### src/rtl/cla_prefix_pipe.sv
// ---------------------------------------------------------------------------
// cla_prefix_pipe
//
// Pipelined parallel-prefix (Kogge-Stone) carry-lookahead adder/subtractor of
// arbitrary width. The prefix tree levels are spread over STAGES register
// slices. A valid/ready handshake with full backpressure lets the whole pipe
// freeze when the downstream consumer is not ready.
//
// Parameters
//   WIDTH   operand width in bits (>= 2)
//   STAGES  number of register slices, 1 .. ceil(log2(WIDTH))+1 ; latency = STAGES
//
// Ports
//   clk        in   rising-edge clock
//   rst_n      in   asynchronous active-low reset
//   in_valid   in   operand beat valid
//   in_ready   out  block accepts a beat this cycle
//   a, b       in   operands (WIDTH bits)
//   cin        in   carry-in, add mode only
//   sub        in   0: a+b+cin   1: a-b
//   out_valid  out  result valid
//   out_ready  in   downstream accepts result
//   out        out  {carry_out, sum} (WIDTH+1 bits); in sub mode the top bit
//                   set means no borrow
//   ovf        out  signed overflow flag, present only when the macro
//                   CLA_PREFIX_OVF_EN is defined
// ---------------------------------------------------------------------------
module cla_prefix_pipe #(
  parameter int WIDTH  = 16,
  parameter int STAGES = 4
) (
  input  logic             clk,
  input  logic             rst_n,
  input  logic             in_valid,
  output logic             in_ready,
  input  logic [WIDTH-1:0] a,
  input  logic [WIDTH-1:0] b,
  input  logic             cin,
  input  logic             sub,
  output logic             out_valid,
  input  logic             out_ready,
  output logic [WIDTH:0]   out
`ifdef CLA_PREFIX_OVF_EN
  ,
  output logic             ovf
`endif
);

  localparam int LEVELS = $clog2(WIDTH);
  // Levels per slice; the first EXTRA slices carry one more level each.
  localparam int BASE   = LEVELS / STAGES;
  localparam int EXTRA  = LEVELS % STAGES;

  logic stall;
  logic advance;

  // The only thing that can freeze the pipe is a result nobody takes.
  assign stall    = out_valid & ~out_ready;
  assign advance  = ~stall;
  assign in_ready = ~stall;

  // Applies the Kogge-Stone levels [first, first+count) to a generate /
  // propagate pair. After all levels, g[i]/p[i] describe the group [i:0].
  function automatic logic [2*WIDTH-1:0] prefix_levels(
    input logic [WIDTH-1:0] g,
    input logic [WIDTH-1:0] p,
    input int               first,
    input int               count
  );
    logic [WIDTH-1:0] gc;
    logic [WIDTH-1:0] pc;
    logic [WIDTH-1:0] gn;
    logic [WIDTH-1:0] pn;
    gc = g;
    pc = p;
    for (int lv = 0; lv < LEVELS; lv++) begin
      if (lv >= first && lv < first + count) begin
        gn = gc;
        pn = pc;
        for (int i = 0; i < WIDTH; i++) begin
          if (i >= (1 << lv)) begin
            gn[i] = gc[i] | (pc[i] & gc[i - (1 << lv)]);
            pn[i] = pc[i] & pc[i - (1 << lv)];
          end
        end
        gc = gn;
        pc = pn;
      end
    end
    return {gc, pc};
  endfunction

  for (genvar s = 0; s < STAGES; s++) begin : slice
    localparam int FIRST = s * BASE + ((s < EXTRA) ? s : EXTRA);
    localparam int COUNT = BASE + ((s < EXTRA) ? 1 : 0);

    logic [WIDTH-1:0] g_in;
    logic [WIDTH-1:0] p_in;
    logic [WIDTH-1:0] x_in;
    logic             c0_in;
    logic             v_in;
    logic [WIDTH-1:0] g_lv;
    logic [WIDTH-1:0] p_lv;
    logic             v_q;

    if (s == 0) begin : src
      logic [WIDTH-1:0] b_eff;
      // Subtraction is a + ~b + 1, so the +1 rides in as the carry-in and
      // the external cin is ignored.
      assign b_eff = sub ? ~b : b;
      assign g_in  = a & b_eff;
      assign p_in  = a ^ b_eff;
      assign x_in  = a ^ b_eff;
      assign c0_in = sub ? 1'b1 : cin;
      assign v_in  = in_valid;
    end else begin : chain
      assign g_in  = slice[s-1].hold.g_q;
      assign p_in  = slice[s-1].hold.p_q;
      assign x_in  = slice[s-1].hold.x_q;
      assign c0_in = slice[s-1].hold.c0_q;
      assign v_in  = slice[s-1].v_q;
    end

    always_comb begin
      {g_lv, p_lv} = prefix_levels(g_in, p_in, FIRST, COUNT);
    end

    // Valid bit of this slice; bubbles move along as zeros and everything
    // freezes together during a stall.
    always_ff @(posedge clk or negedge rst_n) begin
      if (!rst_n) begin
        v_q <= 1'b0;
      end else if (advance) begin
        v_q <= v_in;
      end
    end

    if (s < STAGES - 1) begin : hold
      logic [WIDTH-1:0] g_q;
      logic [WIDTH-1:0] p_q;
      logic [WIDTH-1:0] x_q;
      logic             c0_q;

      // Intermediate prefix state; x keeps the raw half-sum for the final XOR.
      always_ff @(posedge clk or negedge rst_n) begin
        if (!rst_n) begin
          g_q  <= '0;
          p_q  <= '0;
          x_q  <= '0;
          c0_q <= 1'b0;
        end else if (advance) begin
          g_q  <= g_lv;
          p_q  <= p_lv;
          x_q  <= x_in;
          c0_q <= c0_in;
        end
      end
    end else begin : finish
      logic [WIDTH:0] carry;
      logic [WIDTH:0] result;
      logic [WIDTH:0] out_q;

      // Carry into bit i+1 is the group generate of [i:0] or the group
      // propagate of [i:0] passing the initial carry through.
      always_comb begin
        carry[0] = c0_in;
        for (int i = 0; i < WIDTH; i++) begin
          carry[i+1] = g_lv[i] | (p_lv[i] & c0_in);
        end
      end

      assign result = {carry[WIDTH], x_in ^ carry[WIDTH-1:0]};

      // Output register; reads zero throughout reset.
      always_ff @(posedge clk or negedge rst_n) begin
        if (!rst_n) begin
          out_q <= '0;
        end else if (advance) begin
          out_q <= result;
        end
      end

      assign out       = out_q;
      assign out_valid = v_q;

`ifdef CLA_PREFIX_OVF_EN
      logic ovf_q;

      // Signed overflow: carry into the sign bit differs from carry out of it.
      always_ff @(posedge clk or negedge rst_n) begin
        if (!rst_n) begin
          ovf_q <= 1'b0;
        end else if (advance) begin
          ovf_q <= carry[WIDTH] ^ carry[WIDTH-1];
        end
      end

      assign ovf = ovf_q;
`endif
    end
  end

endmodule
### config.mk
export PLATFORM = sky130hd
export DESIGN_NAME = cla_prefix_pipe
export DESIGN_NICKNAME = d
export VERILOG_FILES = /design/src/rtl/cla_prefix_pipe.sv
export SDC_FILE = /design/constraint.sdc
export NUM_CORES = 1
export LEC_CHECK = 0
export CORE_MARGIN = 5
export CORE_UTILIZATION = 40
export CTS_BUF_LIST = sky130_fd_sc_hd__clkbuf_8
export CTS_CLUSTER_SIZE = 12
export DETAILED_ROUTE_END_ITERATION = 12
export PLACE_DENSITY = 0.57
export SLEW_MARGIN = 20
export SYNTH_ARGS = -nofsm -noshare
export SYNTH_HDL_FRONTEND = slang
export SYNTH_SLANG_ARGS = --single-unit
### constraint.sdc
create_clock -name clk -period 1.6 [get_ports clk]
set_input_delay 0.32 -clock clk [delete_from_list [all_inputs] [get_ports clk]]
set_output_delay 0.32 -clock clk [all_outputs]
set_load 0.05 [all_outputs]
==> metrics.txt, run 1 <==
fill cell count roughly 1600; Worst path top cell family by delay flip-flops; CTS tree built; largest family of logic cells by synthesized area simple AND/OR/NAND/NOR gates; Pwr per Cell Area approximately 1800 nW/um^2; via count of the first global-routing pass 5115; Storage cell area a little over 4000 um^2; I/O Pins 57; maximum vdd drop 1.029 mV; Synth Area in Simple Gates a little over a fifth; Syn Std Cell Area between 7000 and 8000 um^2; LEAKAGE approximately 4.2 nW; die area between 20000 and 25000 um^2; Synth Area in Compound Gates 8.711%; Worst Max-Slew Pin Slew between 0.3 and 0.4 ns; Placed Instance Area just over 8000 um^2; DPL Wire Length roughly 12000 um; clk root buf clkbuf_8; Synth Warn # 0; DR vias slightly above 5000; Clock Tree Buf Depth 2; dpl ws -0.3463 ns; clk_skew slightly above 0.01 ns; internal reg-to-reg setup slack approximately 0.16 ns; Slew Limit Fails 0; CP Max Fanout 2; met3 Use GR under 10%; Max-slew headroom just under 80%; total wire length approximately 16000 um; crit path time final 1.520 ns; mux cell area share after synthesis 0%; post-synth top area share approximately 59%; Synth Area in Adders between 3 and 4%; Core Rows 48; via/cell ratio around 4.8; Syn Area/Cell just over 9 um^2; # setup viols final 0; aggregate global-route resource usage 16.47%; port buffer count 56; reg-to-reg startpoint out_valid; die height about 140 um; final worst slack ~0.080 ns; Setup crit start out_valid; Synth cell types 21; DR iter-0 viols 400; Worst path slowest cell dfrtp_1; crit path DAT 1.20 ns; status completed; Ant. Diodes 0; routing usage on met1 24.17%; H-Tree Depth 4; Max stage delay on crit path ~0.36 ns; final hold violations 0; CP Class flop to output port; share of cells above drive strength 1 between 10% and 20%; Worst Path Buf+Inv 2; Pre-antenna DRT Iters 5; DRC viols 0; area taken by multi-input logic gates approximately 2600 um^2; element type at the critical path start flop; worst path cell trace nor2b_4 > inv_6 > buf_12; Antenna Nets Post-Route 0; Final #Nets 879; Post-Route Utilization between 40% and 50%; largest cells by area after synthesis dfrtp_1 59%, nand2_1 18%, a21oi_1 3.6%; largest net degree at the start of global routing between 40 and 50; die width around 140 um; most used routing layer met1; TritonCTS Buffers 17; worst-skew pair later-pin latency 0.45 ns; Fmax around 0.66 GHz; post-synthesis sequential area ratio roughly three fifths; first-pass GRT wire length about 26000 um; Starting Density between 40 and 50%; GRT Residual Overflow 0; clock slew at reported path FFs ~0.090 ns; Critical Path End Type output port; CP required around 1.3 ns; synthesized instance count ~750; fin area between 8000 and 9000 um^2; Yosys reg bits ~170; worst min path class input port to asynchronous set/reset pin; unrepaired setup endpoints after global routing no; fin crit share about 95%; met2 Resource Use GR between 20% and 30%; initial antenna violation count 0; Area Overhead vs Synth 21.65%; RD Place Congestion between 0.8 and 0.9; Core ar. 17240 um^2; Synth Area in XOR/XNOR a little under 4%; clock sinks between 150 and 200; Net Count, Synth between 800 and 900; post-detailed-route wirelength per cell between 10 and 15 um; area leader, netlist dfrtp_1; Max Cap Viol 0
[cell families (layout without fill, tap and decap cells)]
kind of cell,count (synthesis),count (layout)
XOR/XNOR,31,31
AO/OA/AOI/OAI,114,114
flip-flops,165,165
buffers and inverters,40,128
adder cells (fa/ha/maj),17,17
AND/OR/NAND/NOR,382,382
[cell usage after synthesis]
cell type    n
nor2b_1      1
ha_1        17
clkbuf_1     3
xnor2_1      6
nand2b_1     1
nand3_1     41
xor2_1      25
nor2b_4      1
nor2_1       8
a21oi_1     50
nand2_1    330
o21ai_0     49
buf_4       10
clkbuf_2     1
inv_4        1
a21oi_2      6
a21o_1       7
buf_6       10
buf_2       15
o21ai_1      2
dfrtp_1    165
[flip-flops by register name, summed over array words and instances (netlist names)]
name and flops:
slice.hold.c0_q 3, slice.hold.x_q 45, out 17, slice.v_q 3, out_valid 1, slice.hold.g_q 48, slice.hold.p_q 48
[layout by cell type, fill, tap and decap left out]
master / n
buf_6: 1
clkinvlp_4: 5
buf_12: 27
dlygate4sd3_1: 1
bufinv_16: 1
o21ai_0: 49
nor2b_4: 1
o21ai_1: 2
a21o_1: 7
clkinv_4: 3
clkdlybuf4s50_1: 36
clkbuf_8: 17
nor2_1: 8
xor2_1: 25
nor2b_1: 1
a21oi_2: 6
inv_6: 3
clkinv_2: 4
xnor2_1: 6
buf_4: 30
ha_1: 17
a21oi_1: 50
nand3_1: 41
nand2b_1: 1
dfrtp_1: 165
nand2_1: 330
[path summary, 6_finish.rpt]
check / end / depth (start not counted)
worst max-delay path: in_ready / 3
worst min-delay path: slice[2].hold.g_q[3] / 2
worst max register to register: slice[0].hold.g_q[7] / 7
worst min register to register: out[0] / 2
max in group asynchronous: slice[0].hold.p_q[1] / 3
min in group clk: slice[0].v_q / 3
[timing repair]
item	CTS	global route
cloned	0	0
gates resized for setup	1	0
endpoints found under the hold margin	21	0
hold buffers	1	0
buffers inserted	2	2
setup endpoints to repair	1	1
[cell type report]
| cell class | instances | area share (%) |
|---|---|---|
| well taps | 225 | 3.302 |
| clock inverters | 15 | 1.541 |
| inverters | 1 | 0.1027 |
| multi-input cells | 544 | 30.43 |
| repair buffers | 95 | 13.46 |
| clock buffers | 17 | 2.744 |
| flip-flops and latches | 165 | 48.42 |
[stage by stage]
step | hold WS [ns] | cells | TNS (ns) | total power, mW
floorplan | 0.02441 | 749 | 0 | 10.20
global placement | 0.2144 | 1025 | -5.982 | 12.48
detailed placement | 0.2181 | 1025 | -8.353 | 12.63
CTS | 0.2990 | 1060 | 0 | 15.46
global route | 0.2981 | 1062 | 0 | 16.34
finish | 0.3074 | 1062 | 0 | 15.29
[power by group]
part	total, mW	switching (mW)	internal [mW]	leakage [nW]
Sequential	6.92	1.20	5.72	2.08
Combinational	5.59	3.17	2.42	1.99
Clock	2.78	1.55	1.23	0.174
[layer usage]
layer,wire length (um),part of all wire (%)
met5,0,0
met4,300,1.9
met3,806,5.2
met2,6959,45
met1,7558,48
Note: power is estimated with default switching activity, not from simulation.
==> inputs of run 2 (changes only) <==
- PLACE_DENSITY: 0.57 -> not set
- SLEW_MARGIN: 20 -> not set
==> metrics.txt, run 2 (same netlist as run 1, synthesis figures left out) <==
status completed; DR vias around 5000; TritonCTS Buffers 17; initial antenna violation count 0; Starting Density approximately 41%; worst path cell trace nor2b_4 > inv_6 > buf_6; GRT Residual Overflow 0; clock slew at reported path FFs approximately 0.090 ns; CP Class flop to output port; aggregate global-route resource usage 16.32%; die height 142.4 um; die area a little over 20000 um^2; Area Overhead vs Synth 21.69%; worst hold slack roughly 0.25 ns; crit path DAT 1.19 ns; Clock Tree Buf Depth 2; share of cells above drive strength 1 between 10% and 20%; worst min path class input port to asynchronous set/reset pin; setup TNS 0 ns; clk root buf clkbuf_8; Max-slew headroom around three quarters; total number of cells along the worst setup path 3; H-Tree Depth 4; Worst path slowest cell dfrtp_1; Pre-antenna DRT Iters 5; I/O Pins between 50 and 60; clk_skew about 0.0092 ns; Max Cap Viol 0; crit path time final 1.514 ns; internal reg-to-reg setup slack 0.14 ns; Largest regs slice.hold.g_q (48), slice.hold.p_q (48), slice.hold.x_q (45); # setup viols final 0; Critical Path End Type output port; Final #Nets ~870; Worst Max-Slew Pin Slew around 0.38 ns; Ant. Diodes 0; via/cell ratio 4.856; fill cell count 1586; clock sinks around 170; DPL Wire Length ~11000 um; Worst Path Buf+Inv 2; largest net degree at the start of global routing 56; DR iter-0 viols approximately 350; maximum vdd drop approximately 1.1 mV; Pwr per Cell Area between 1500 and 2000 nW/um^2; LEAKAGE ~4.2 nW; CTS tree built; RD Place Congestion roughly 0.84; Max stage delay on crit path approximately 0.36 ns; FF-to-FF path depth 4; Fmax about 0.66 GHz; CP Max Fanout 2; Antenna Nets Post-Route 0; most frequent cells in the layout 330 x nand2_1, 165 x dfrtp_1, 50 x a21oi_1; final hold violations 0; via count of the first global-routing pass around 5100; port buffer count 56; commonest non-fill, non-tap cell in the layout nand2_1; Tot Pwr roughly 16 mW; DRC viols 0; post-detailed-route wirelength per cell 14.86 um; CP required 1.28 ns; Core Rows 48; Worst path top cell family by delay flip-flops; Slew Limit Fails 0; die width between 100 and 150 um; element type at the critical path start flop; total wire length 15600 um; first-pass GRT wire length about 26000 um; unrepaired setup endpoints after global routing no; Core ar. ~17000 um^2; fin crit share between 90 and 100%; worst-skew pair later-pin latency between 0.4 and 0.5 ns
## run 2: changes by cell type in the layout (fill, tap and decap cells not counted), sizes merged
cell,previous run,this run
bufinv,1,5
clkbuf,17,19
buf,58,46
clkinv,7,5
inv,3,2
clkinvlp,5,2
## run 2: layer usage
layer / up-vias / wire length [um] / GRT usage (%)
li1: 2553 / - / -
met1: 2430 / 7651 / 23.69
met2: 94 / 7112 / 24.72
met3: 22 / 552 / 2.991
met4: 0 / 283 / 5.653
met5: - / 0 / 0
## run 2: timing repair
| item | CTS | global route |
|---|---|---|
| resized for setup | 2 | 0 |
| endpoints found under the hold margin | 165 | 0 |
| setup buffers | 2 | 0 |
| endpoints found under the setup margin | 1 | 0 |
| hold buffers | 1 | 0 |
## run 2: worst register-to-register path, stage by stage, from the launching register on
cell	delay [ns]
dfrtp_1	0.53
a21oi_1	0.32
nor2b_1	0.10
o21ai_0	0.30
nand2_1	0.10
## run 2: power breakdown
part | total (mW) | internal [mW] | switching (mW)
combinational | 5.40 | 2.29 | 3.11
sequential | 6.94 | 5.73 | 1.22
clock | 3.43 | 1.94 | 1.50
## run 2: final cells by class
cell class	count	area, um^2	area share, %
Sequential cell	165	4129	48.41
Multi-Input combinational cell	544	2595	30.42
Timing Repair Buffer	83	1049	12.29
Tap cell	225	281.5	3.301
Clock buffer	19	261.5	3.066
Clock inverter	13	205.2	2.406
Inverter	1	8.758	0.1027
## run 2: path summary, 6_finish.rpt
check	startpoint	endpoint
setup / recovery	out_valid	in_ready
setup reg to reg	slice[2].hold.c0_q	out[16]
min in group clk	in_valid	slice[0].v_q
max in group asynchronous	rst_n	slice[1].hold.p_q[15]
hold / removal	rst_n	slice[0].hold.c0_q
hold reg to reg	slice[1].hold.x_q[14]	slice[1].hold.x_q[14]
## run 2: metrics by stage
stage	setup slack, ns	cell area (um^2)	cells	util [%]
floorplan	0.02692	7009	749	-
global placement	-0.1964	8031	1015	46.60
detailed placement	-0.2684	8031	1015	46.60
CTS	0.03479	8529	1050	49.48
global route	0.01788	8529	1050	49.48
finish	0.08587	8529	1050	49.48
==> inputs of run 3 (changes only) <==
- CORE_ASPECT_RATIO: not set -> 0.75
- GPL_TIMING_DRIVEN: not set -> 0
- SETUP_SLACK_MARGIN: not set -> 0.05
==> metrics.txt, run 3 (same netlist as run 1, synthesis figures left out) <==
status finished, violations left; failing checks setup timing; Pre-antenna DRT Iters 5; crit path time final 1.602 ns; LEAKAGE 4.213 nW; maximum vdd drop 0.5505 mV; clk root buf clkbuf_8; largest net degree at the start of global routing 99; # setup viols final 1; Worst path top cell family by delay flip-flops; Core Rows ~40; die width between 150 and 200 um; worst min path class input port to flop; post-detailed-route wirelength per cell between 15 and 20 um; die height 124.6 um; Top Layer Used met4; DRC viols 0; element type at the critical path start flop; hold_sp sub; WL met1 ~9000 um; clock sinks 165; via/cell ratio slightly below 5; reg-to-reg startpoint out_valid; Max Cap Viol 0; Reg power frac roughly 45%; dpl ws -0.8461 ns; Starting Density roughly two fifths; Clk pwr share between 20% and 30%; Setup crit start out_valid; total wire length around 18000 um; most frequent cells in the layout 329 x nand2_1, 165 x dfrtp_1, 50 x a21oi_1; via count of the first global-routing pass roughly 5300; Critical Path End Type output port; GRT Residual Overflow 0; initial antenna violation count 0; Ant. Diodes 0; fin area 8356 um^2; die area a little over 20000 um^2; met2 wire length approximately 7900 um; Placed Instance Area 7890 um^2; DPL Wire Length 13390 um; aggregate global-route resource usage 18.71%; worst hold slack between 0.3 and 0.4 ns; Pwr per Cell Area 1847 nW/um^2; clk_skew a little under 0.01 ns; P_int between 9 and 10 mW; final hold violations 0; Max stage delay on crit path about 0.38 ns; clock slew at reported path FFs roughly 0.090 ns; I/O Pins 57; DR iter-0 viols around 380; final worst slack -0.001512 ns; Clock Tree Buf Depth 2; Worst Path Buf+Inv 3; Max-slew headroom a little under two thirds; Core ar. roughly 17000 um^2; first-pass GRT wire length a little under 30000 um; Worst path slowest cell dfrtp_1; Fmax roughly 0.62 GHz; CP Max Fanout 2; TritonCTS Buffers 17; port buffer count 55; wire length on met3 approximately 970 um; worst path cell trace nor2b_4 > buf_8 > inv_12 > buf_12; CTS tree built; crit path DAT around 1.3 ns; worst-skew pair later-pin latency 0.46 ns; Final #Nets between 800 and 900; Antenna Nets Post-Route 0; setup TNS -0.001512 ns; CP Class flop to output port; Sw Share slightly below 40%; switching pwr ~6 mW; Largest regs slice.hold.g_q (48), slice.hold.p_q (48), slice.hold.x_q (45); share of cells above drive strength 1 11.90%; DR vias approximately 5300; H-Tree Depth 4; Area Overhead vs Synth 19.21%; commonest non-fill, non-tap cell in the layout nand2_1; Slew Limit Fails 0; RD Place Congestion 0.8433; unrepaired setup endpoints after global routing yes; CP required roughly 1.3 ns; Tot Pwr 15.43 mW; Worst Max-Slew Pin Slew between 0.5 and 0.6 ns; fin crit share 100.1%; Comb power frac roughly a third
## run 3: worst paths after layout
path,endpoint,slack [ns],cells past startpoint
worst max-delay path,in_ready,-0.002,4
worst min-delay path,slice[0].hold.c0_q,0.30,3
worst max register to register,slice[2].hold.x_q[12],0.14,8
worst min register to register,out[0],0.47,2
max in group asynchronous,slice[0].hold.x_q[5],0.36,3
min in group asynchronous,out_valid,0.41,2
## run 3: cell type report
type	instances	area, um^2
plain buffers	38	304.0
clock buffers	20	275.3
clock inverters	12	160.2
fillers	1674	8676
inverters	1	16.27
multi-input cells	544	2597
flip-flops and latches	165	4129
well taps	236	295.3
repair buffers	60	578.1
## run 3: stage by stage
step / util [%] / std cells
2_1_floorplan: - / 749
3_3_place_gp: 46.14 / 1040
3_5_place_dp: 46.33 / 1041
4_1_cts: 49.27 / 1076
5_1_grt: 49.06 / 1076
6_report: 49.06 / 1076
## run 3: power by group through the flow
stage               Combinational, mW  Sequential [mW]  Clock (mW)
floorplan                        2.83             7.37           0
global placement                 5.24             6.90           0
detailed placement               5.34             6.96           0
CTS                              5.36             6.87        3.31
global route                     5.84             7.08        3.48
finish                           5.28             6.88        3.26
## run 3: worst min-delay path: stages
cell	delay, ns
buf_2	0.23
o21ai_0	0.13
nand2_1	0.06
## run 3: per-layer routing
layer | GRT usage [%] | up-vias
li1 | - | 2567
met1 | 28.63 | 2582
met2 | 26.49 | 148
met3 | 4.433 | 15
met4 | 5.128 | 0
met5 | 0 | -
## run 3: timing repair
item                                    4_1_cts  5_1_grt
hold buffers                                  1        0
gates resized for setup                      69       36
endpoints found under the setup margin       19       86
setup buffers                                 3        0
hold endpoints to repair                     67        0
